--- config.mk ---
export PLATFORM = sky130hd
export DESIGN_NAME = alu_arbiter
export DESIGN_NICKNAME = d
export VERILOG_FILES = /design/src/rtl/alu_arbiter_pkg.sv /design/src/rtl/alu_arbiter_alu.sv /design/src/rtl/alu_arbiter.sv
export SDC_FILE = /design/constraint.sdc
export NUM_CORES = 1
export LEC_CHECK = 0
export BUFFER_PORTS_ARGS = -buffer_cell sky130_fd_sc_hd__buf_2
export CAP_MARGIN = 10
export CORE_MARGIN = 3
export CORE_UTILIZATION = 45
export DETAILED_ROUTE_END_ITERATION = 16
export PLACE_DENSITY = 0.65
export SETUP_SLACK_MARGIN = 0.5
export SKIP_CTS_REPAIR_TIMING = 1
export SYNTH_ARGS = -nofsm -noshare
export SYNTH_HDL_FRONTEND = slang
export SYNTH_HIERARCHICAL = 1
export SYNTH_SLANG_ARGS = --single-unit
--- constraint.sdc ---
create_clock -name clk -period 18.1 [get_ports clk]
set_input_delay 3.62 -clock clk [delete_from_list [all_inputs] [get_ports clk]]
set_output_delay 3.62 -clock clk [all_outputs]
set_load 0.02 [all_outputs]
--- src/rtl/alu_arbiter_pkg.sv ---
// Shared definitions for the two-requester ALU arbiter: op encodings,
// datapath width and the arbiter state encoding.
package alu_arbiter_pkg;

    localparam int XLEN = 32;

    localparam logic [2:0] ALU_ADD = 3'b000;
    localparam logic [2:0] ALU_SUB = 3'b001;
    localparam logic [2:0] ALU_AND = 3'b010;
    localparam logic [2:0] ALU_OR  = 3'b011;
    localparam logic [2:0] ALU_XOR = 3'b100;
    localparam logic [2:0] ALU_SLL = 3'b101;
    localparam logic [2:0] ALU_SRL = 3'b110;
    localparam logic [2:0] ALU_SRA = 3'b111;

    typedef enum logic {
        IDLE,
        EXEC
    } state_t;

    // True for the three shift encodings, whose b operand is a shift amount.
    function automatic logic is_shift(input logic [2:0] ctrl);
        return (ctrl == ALU_SLL) || (ctrl == ALU_SRL) || (ctrl == ALU_SRA);
    endfunction

endpackage

--- src/rtl/alu_arbiter_alu.sv ---
// Combinational integer ALU shared by both requesters of the arbiter.
// add/sub wrap modulo 2^W; shifts use only the low SHAMT_W bits of b.
module alu
    import alu_arbiter_pkg::*;
#(
    parameter int W       = XLEN,
    parameter int SHAMT_W = 5
) (
    input  logic [2:0]   ctrl_i,
    input  logic [W-1:0] a_i,
    input  logic [W-1:0] b_i,
    output logic [W-1:0] y_o
);

    logic [SHAMT_W-1:0] shamt;

    assign shamt = b_i[SHAMT_W-1:0];

    // Select the operation result for the current op code.
    always_comb begin
        y_o = '0;
        case (ctrl_i)
            ALU_ADD: y_o = a_i + b_i;
            ALU_SUB: y_o = a_i - b_i;
            ALU_AND: y_o = a_i & b_i;
            ALU_OR:  y_o = a_i | b_i;
            ALU_XOR: y_o = a_i ^ b_i;
            ALU_SLL: y_o = a_i << shamt;
            ALU_SRL: y_o = a_i >> shamt;
            ALU_SRA: y_o = $unsigned($signed(a_i) >>> shamt);
        endcase
    end

endmodule

--- src/rtl/alu_arbiter.sv ---
// Round-robin arbiter sharing one combinational ALU between two requesters.
// An accepted operation is latched in IDLE, executed during one EXEC cycle,
// and its result lands in the owner's one-deep response slot.
module alu_arbiter
    import alu_arbiter_pkg::*;
#(
    parameter int W       = XLEN,
    parameter int SHAMT_W = 5
) (
    input  logic         clk,
    input  logic         rst,
    input  logic         req0_valid,
    output logic         req0_ready,
    input  logic [2:0]   req0_ctrl,
    input  logic [W-1:0] req0_a,
    input  logic [W-1:0] req0_b,
    output logic         rsp0_valid,
    input  logic         rsp0_ready,
    output logic [W-1:0] rsp0_data,
    input  logic         req1_valid,
    output logic         req1_ready,
    input  logic [2:0]   req1_ctrl,
    input  logic [W-1:0] req1_a,
    input  logic [W-1:0] req1_b,
    output logic         rsp1_valid,
    input  logic         rsp1_ready,
    output logic [W-1:0] rsp1_data,
    output logic         busy
);

    state_t       state_q, state_d;
    logic         last_grant_q, last_grant_d;
    logic         owner_q, owner_d;
    logic [2:0]   ctrl_q, ctrl_d;
    logic [W-1:0] a_q, a_d;
    logic [W-1:0] b_q, b_d;
    logic         rsp0_valid_q, rsp0_valid_d;
    logic [W-1:0] rsp0_data_q, rsp0_data_d;
    logic         rsp1_valid_q, rsp1_valid_d;
    logic [W-1:0] rsp1_data_q, rsp1_data_d;

    logic         elig0, elig1;
    logic         grant0, grant1;
    logic         acc0, acc1;
    logic [W-1:0] alu_b;
    logic [W-1:0] alu_y;

    // A requester whose response slot is still full cannot issue again,
    // so each requester has at most one operation in flight.
    assign elig0  = req0_valid & ~rsp0_valid_q;
    assign elig1  = req1_valid & ~rsp1_valid_q;

    // On a tie the requester that did not win last time gets the grant.
    assign grant0 = elig0 & (~elig1 | last_grant_q);
    assign grant1 = elig1 & (~elig0 | ~last_grant_q);

    assign req0_ready = (state_q == IDLE) & grant0;
    assign req1_ready = (state_q == IDLE) & grant1;
    assign acc0       = req0_valid & req0_ready;
    assign acc1       = req1_valid & req1_ready;

    // Shifts only see the low SHAMT_W bits of b; upper bits are ignored.
    assign alu_b = is_shift(ctrl_q) ? {{(W-SHAMT_W){1'b0}}, b_q[SHAMT_W-1:0]} : b_q;

    alu #(
        .W       (W),
        .SHAMT_W (SHAMT_W)
    ) u_alu (
        .ctrl_i (ctrl_q),
        .a_i    (a_q),
        .b_i    (alu_b),
        .y_o    (alu_y)
    );

    assign rsp0_valid = rsp0_valid_q;
    assign rsp0_data  = rsp0_data_q;
    assign rsp1_valid = rsp1_valid_q;
    assign rsp1_data  = rsp1_data_q;
    assign busy       = (state_q == EXEC);

    // Next-state logic: acceptance, execution and response-slot handshakes.
    always_comb begin
        state_d      = state_q;
        last_grant_d = last_grant_q;
        owner_d      = owner_q;
        ctrl_d       = ctrl_q;
        a_d          = a_q;
        b_d          = b_q;
        rsp0_valid_d = rsp0_valid_q;
        rsp0_data_d  = rsp0_data_q;
        rsp1_valid_d = rsp1_valid_q;
        rsp1_data_d  = rsp1_data_q;

        // Consumption; the data word is deliberately kept after it is read.
        if (rsp0_valid_q && rsp0_ready) begin
            rsp0_valid_d = 1'b0;
        end
        if (rsp1_valid_q && rsp1_ready) begin
            rsp1_valid_d = 1'b0;
        end

        case (state_q)
            IDLE: begin
                if (acc0) begin
                    ctrl_d       = req0_ctrl;
                    a_d          = req0_a;
                    b_d          = req0_b;
                    owner_d      = 1'b0;
                    last_grant_d = 1'b0;
                    state_d      = EXEC;
                end else if (acc1) begin
                    ctrl_d       = req1_ctrl;
                    a_d          = req1_a;
                    b_d          = req1_b;
                    owner_d      = 1'b1;
                    last_grant_d = 1'b1;
                    state_d      = EXEC;
                end
            end
            EXEC: begin
                // The owner's slot is known empty here, so setting it never
                // collides with a consumption on the same edge.
                if (owner_q) begin
                    rsp1_valid_d = 1'b1;
                    rsp1_data_d  = alu_y;
                end else begin
                    rsp0_valid_d = 1'b1;
                    rsp0_data_d  = alu_y;
                end
                state_d = IDLE;
            end
            default: state_d = IDLE;
        endcase
    end

    // State register; reset discards any operation in EXEC.
    always_ff @(posedge clk or posedge rst) begin
        if (rst) begin
            state_q      <= IDLE;
            last_grant_q <= 1'b1;
            owner_q      <= 1'b0;
            ctrl_q       <= '0;
            a_q          <= '0;
            b_q          <= '0;
            rsp0_valid_q <= 1'b0;
            rsp0_data_q  <= '0;
            rsp1_valid_q <= 1'b0;
            rsp1_data_q  <= '0;
        end else begin
            state_q      <= state_d;
            last_grant_q <= last_grant_d;
            owner_q      <= owner_d;
            ctrl_q       <= ctrl_d;
            a_q          <= a_d;
            b_q          <= b_d;
            rsp0_valid_q <= rsp0_valid_d;
            rsp0_data_q  <= rsp0_data_d;
            rsp1_valid_q <= rsp1_valid_d;
            rsp1_data_q  <= rsp1_data_d;
        end
    end

endmodule

==> impl_metrics.py <==
metrics = {
    "global_routing": {
        "grt_max_degree": 84,
        "grt_util_all_layers_pct": 33.8,
        "grt_pass1_wl_um": 86100,
        "grt_overflow": 0,
        "grt_antenna_before_repair": 0,
        "grt_pass1_vias": 13356,
    },
    "worst_setup_path": {
        "crit_arrival_ns": 5.02,
        "crit_chain": "buf_2, nand2b_1, or3_1, inv_2, buf_2",
        "critPathMaxStageDelay_ns": 0.60,
        "critPathLaunchType": "primary input",
        "slowest_stage": "or3_1",
        "required_ns": 14.48,
        "critPathKind": "in -> out",
        "crit_path_end_kind": "output port",
        "crit_top_cell": "buf_2",
        "critPathMaxFanout": 27,
    },
    "clocking": {
        "root_buffer": "clkbuf_16",
        "htree_levels": 4,
        "cts_tree": "yes",
        "clkLatencyLatePin_ns": 0.45,
        "cts.sinks": 136,
        "path_clk_slew_ns": 0.06,
        "clockBufferDepth": 2,
        "cts_made_buffers": 17,
    },
    "timing": {
        "setup_tns_ns": 0,
        "tightest_slew_ns": 1.29,
        "timing.fmax_mhz": 116,
        "timing.final.ws_setup_ns": 9.46,
        "drv_slew": 0,
        "finalHoldViolCount": 0,
        "finalCritPeriodShare_pct": 47.7,
        "rsz0062_at_grt": "no",
        "relSlewSlack_pct": 13.6,
        "skew_ns": 0.0197,
        "min_period_ns": 8.64,
        "setup_violations": 0,
    },
    "logic_synthesis": {
        "netlist_area_sq_um": 14100,
        "synthXorXnorAreaFrac_pct": 3.42,
        "syn_inst": 1575,
        "seq_area_frac_synth_pct": 24.1,
        "synthFlopType": "dfrtp_1",
        "yosys-mux-area-fraction_pct": 17.1,
        "ys_warn_count": 6,
        "synth_fa_ha_area_share_pct": 8.75,
        "ys_types": 77,
        "synth_compound_area_share_pct": 24.7,
        "synth_simple_gate_area_share_pct": 15.0,
        "syn-num-nets": 1813,
        "avgSynthCellArea_sq_um": 8.96,
        "synth_top_family_by_area": "compound AO/OA/AOI/OAI gates",
        "async_reset_ff_share_pct": 100,
        "yosys_register_bits": 136,
        "synth-edff-count": 0,
    },
    "route": {
        "viasPerCell": 6.67,
        "drt_first_pass_iters": 6,
        "drc": 0,
        "drtIter0Drc": 2083,
        "drt_wl_total_um": 57500,
        "wire_per_inst_um": 27.3,
        "ant_nets": 0,
        "vias": 14066,
    },
    "layout": {
        "drive_gt1_share_pct": 23.7,
        "mostFrequentLayoutCells": "buf_2, dfrtp_1, nor2_1",
        "layout_commonest_cell": "buf_2",
        "fin_nets": 1936,
        "syn2layout_area_growth_pct": 12.7,
        "ff_latch_area_sq_um": 3410,
        "fillCellCount": 2950,
        "multiInputGateArea_sq_um": 9770,
    },
    "placed_design": {
        "io_buffer_count": 208,
        "routabilityCongestion": 1.04,
        "dp_hpwl_um": 42200,
        "dp_slack_ns": 9.46,
    },
    "outcome": {
        "status": "complete, no violations",
    },
    "die": {
        "core-area_sq_um": 30700,
        "io_pins": 209,
        "die_y_um": 183,
        "die_x_um": 183,
        "initial_core_util_pct": 45.9,
        "dieArea_sq_um": 33500,
        "rows": 64,
    },
    "flow_run": {
        "max_cap_violations": 0,
    },
    "hold_path": {
        "hold_class": "reg -> reg",
    },
}
[critical path: cells and delay by family]
kind,cells,cell delay [ns]
buffers and inverters,3,0.29
AND/OR/NAND/NOR,2,1.11
[flip-flops by register name (all words and copies together) (netlist names)]
| name | count |
|---|---|
| last_grant_q | 1 |
| a_q | 32 |
| owner_q | 1 |
| ctrl_q | 3 |
| rsp1_data | 32 |
| rsp0_valid | 1 |
| rsp0_data | 32 |
| rsp1_valid | 1 |
| b_q | 32 |
| busy | 1 |
[cell type report]
type | count | share of cell area, %
diodes | 2 | 0.0315
clock buffers | 18 | 2.70
clock inverters | 14 | 0.945
inverters | 80 | 1.92
multi-input cells | 1217 | 61.5
flip-flops and latches | 136 | 21.5
well taps | 396 | 3.12
repair buffers | 246 | 8.35
[cells by family after synthesis]
family	after synthesis
xor+xnor	55
compound gates	500
simple gates	404
flops	136
fa+ha+maj	98
buf+inv	222
mux	160
[path summary, 6_finish.rpt]
| path | from | end | slack (ns) | depth (start not counted) |
|---|---|---|---|---|
| worst max-delay path | req1_valid | req1_ready | 9.46 | 5 |
| worst min-delay path | rsp0_data[21] | rsp0_data[21] | 0.48 | 1 |
| worst max register to register | b_q[1] | rsp1_data[30] | 11.60 | 19 |
| worst min register to register | rsp0_data[21] | rsp0_data[21] | 0.48 | 1 |
| max in group asynchronous | rst | b_q[0] | 13.51 | 3 |
| min in group asynchronous | rst | rsp1_data[6] | 3.31 | 2 |
[synth_stat cells (all sizes together) (26+ instances only)]
master	count	area (sq um)
a221oi	39	342
dfrtp	135	3380
inv	79	297
and2	30	188
clkbuf	89	334
mux2	70	788
mux2i	32	320
nor2	114	428
o221a	43	484
mux4	58	1310
a2bb2oi	26	228
buf	53	334
xnor2	44	385
a21oi	104	524
nand2	90	340
or3	56	350
ha	97	1210
o21ai	128	641
[routing by layer]
metal  GRT usage [%]  wire length (um)  vias up  share of wire [%]
met5               0                 0        -                  0
met4            12.9              2410        0                4.2
met3            9.30              6570      160                 11
met2            49.8             24400      927                 42
met1            47.5             24200     6716                 42
li1                -                 -     6263                  -
[metrics by stage]
stage / hold WS [ns] / utilization (%) / instance area [sq um] / instances
2_1_floorplan: 0.449 / - / 14100 / 1575
6_report: 0.480 / 51.7 / 15900 / 2109
5_1_grt: 0.499 / 51.7 / 15900 / 2107
3_5_place_dp: 0.469 / 49.8 / 15300 / 2075
3_3_place_gp: 0.461 / 49.8 / 15300 / 2075
4_1_cts: 0.481 / 51.7 / 15900 / 2107
Power is left out: the tool's default activity adds up to more than one toggle a clock period on the data nets, which glitch-free logic cannot reach.
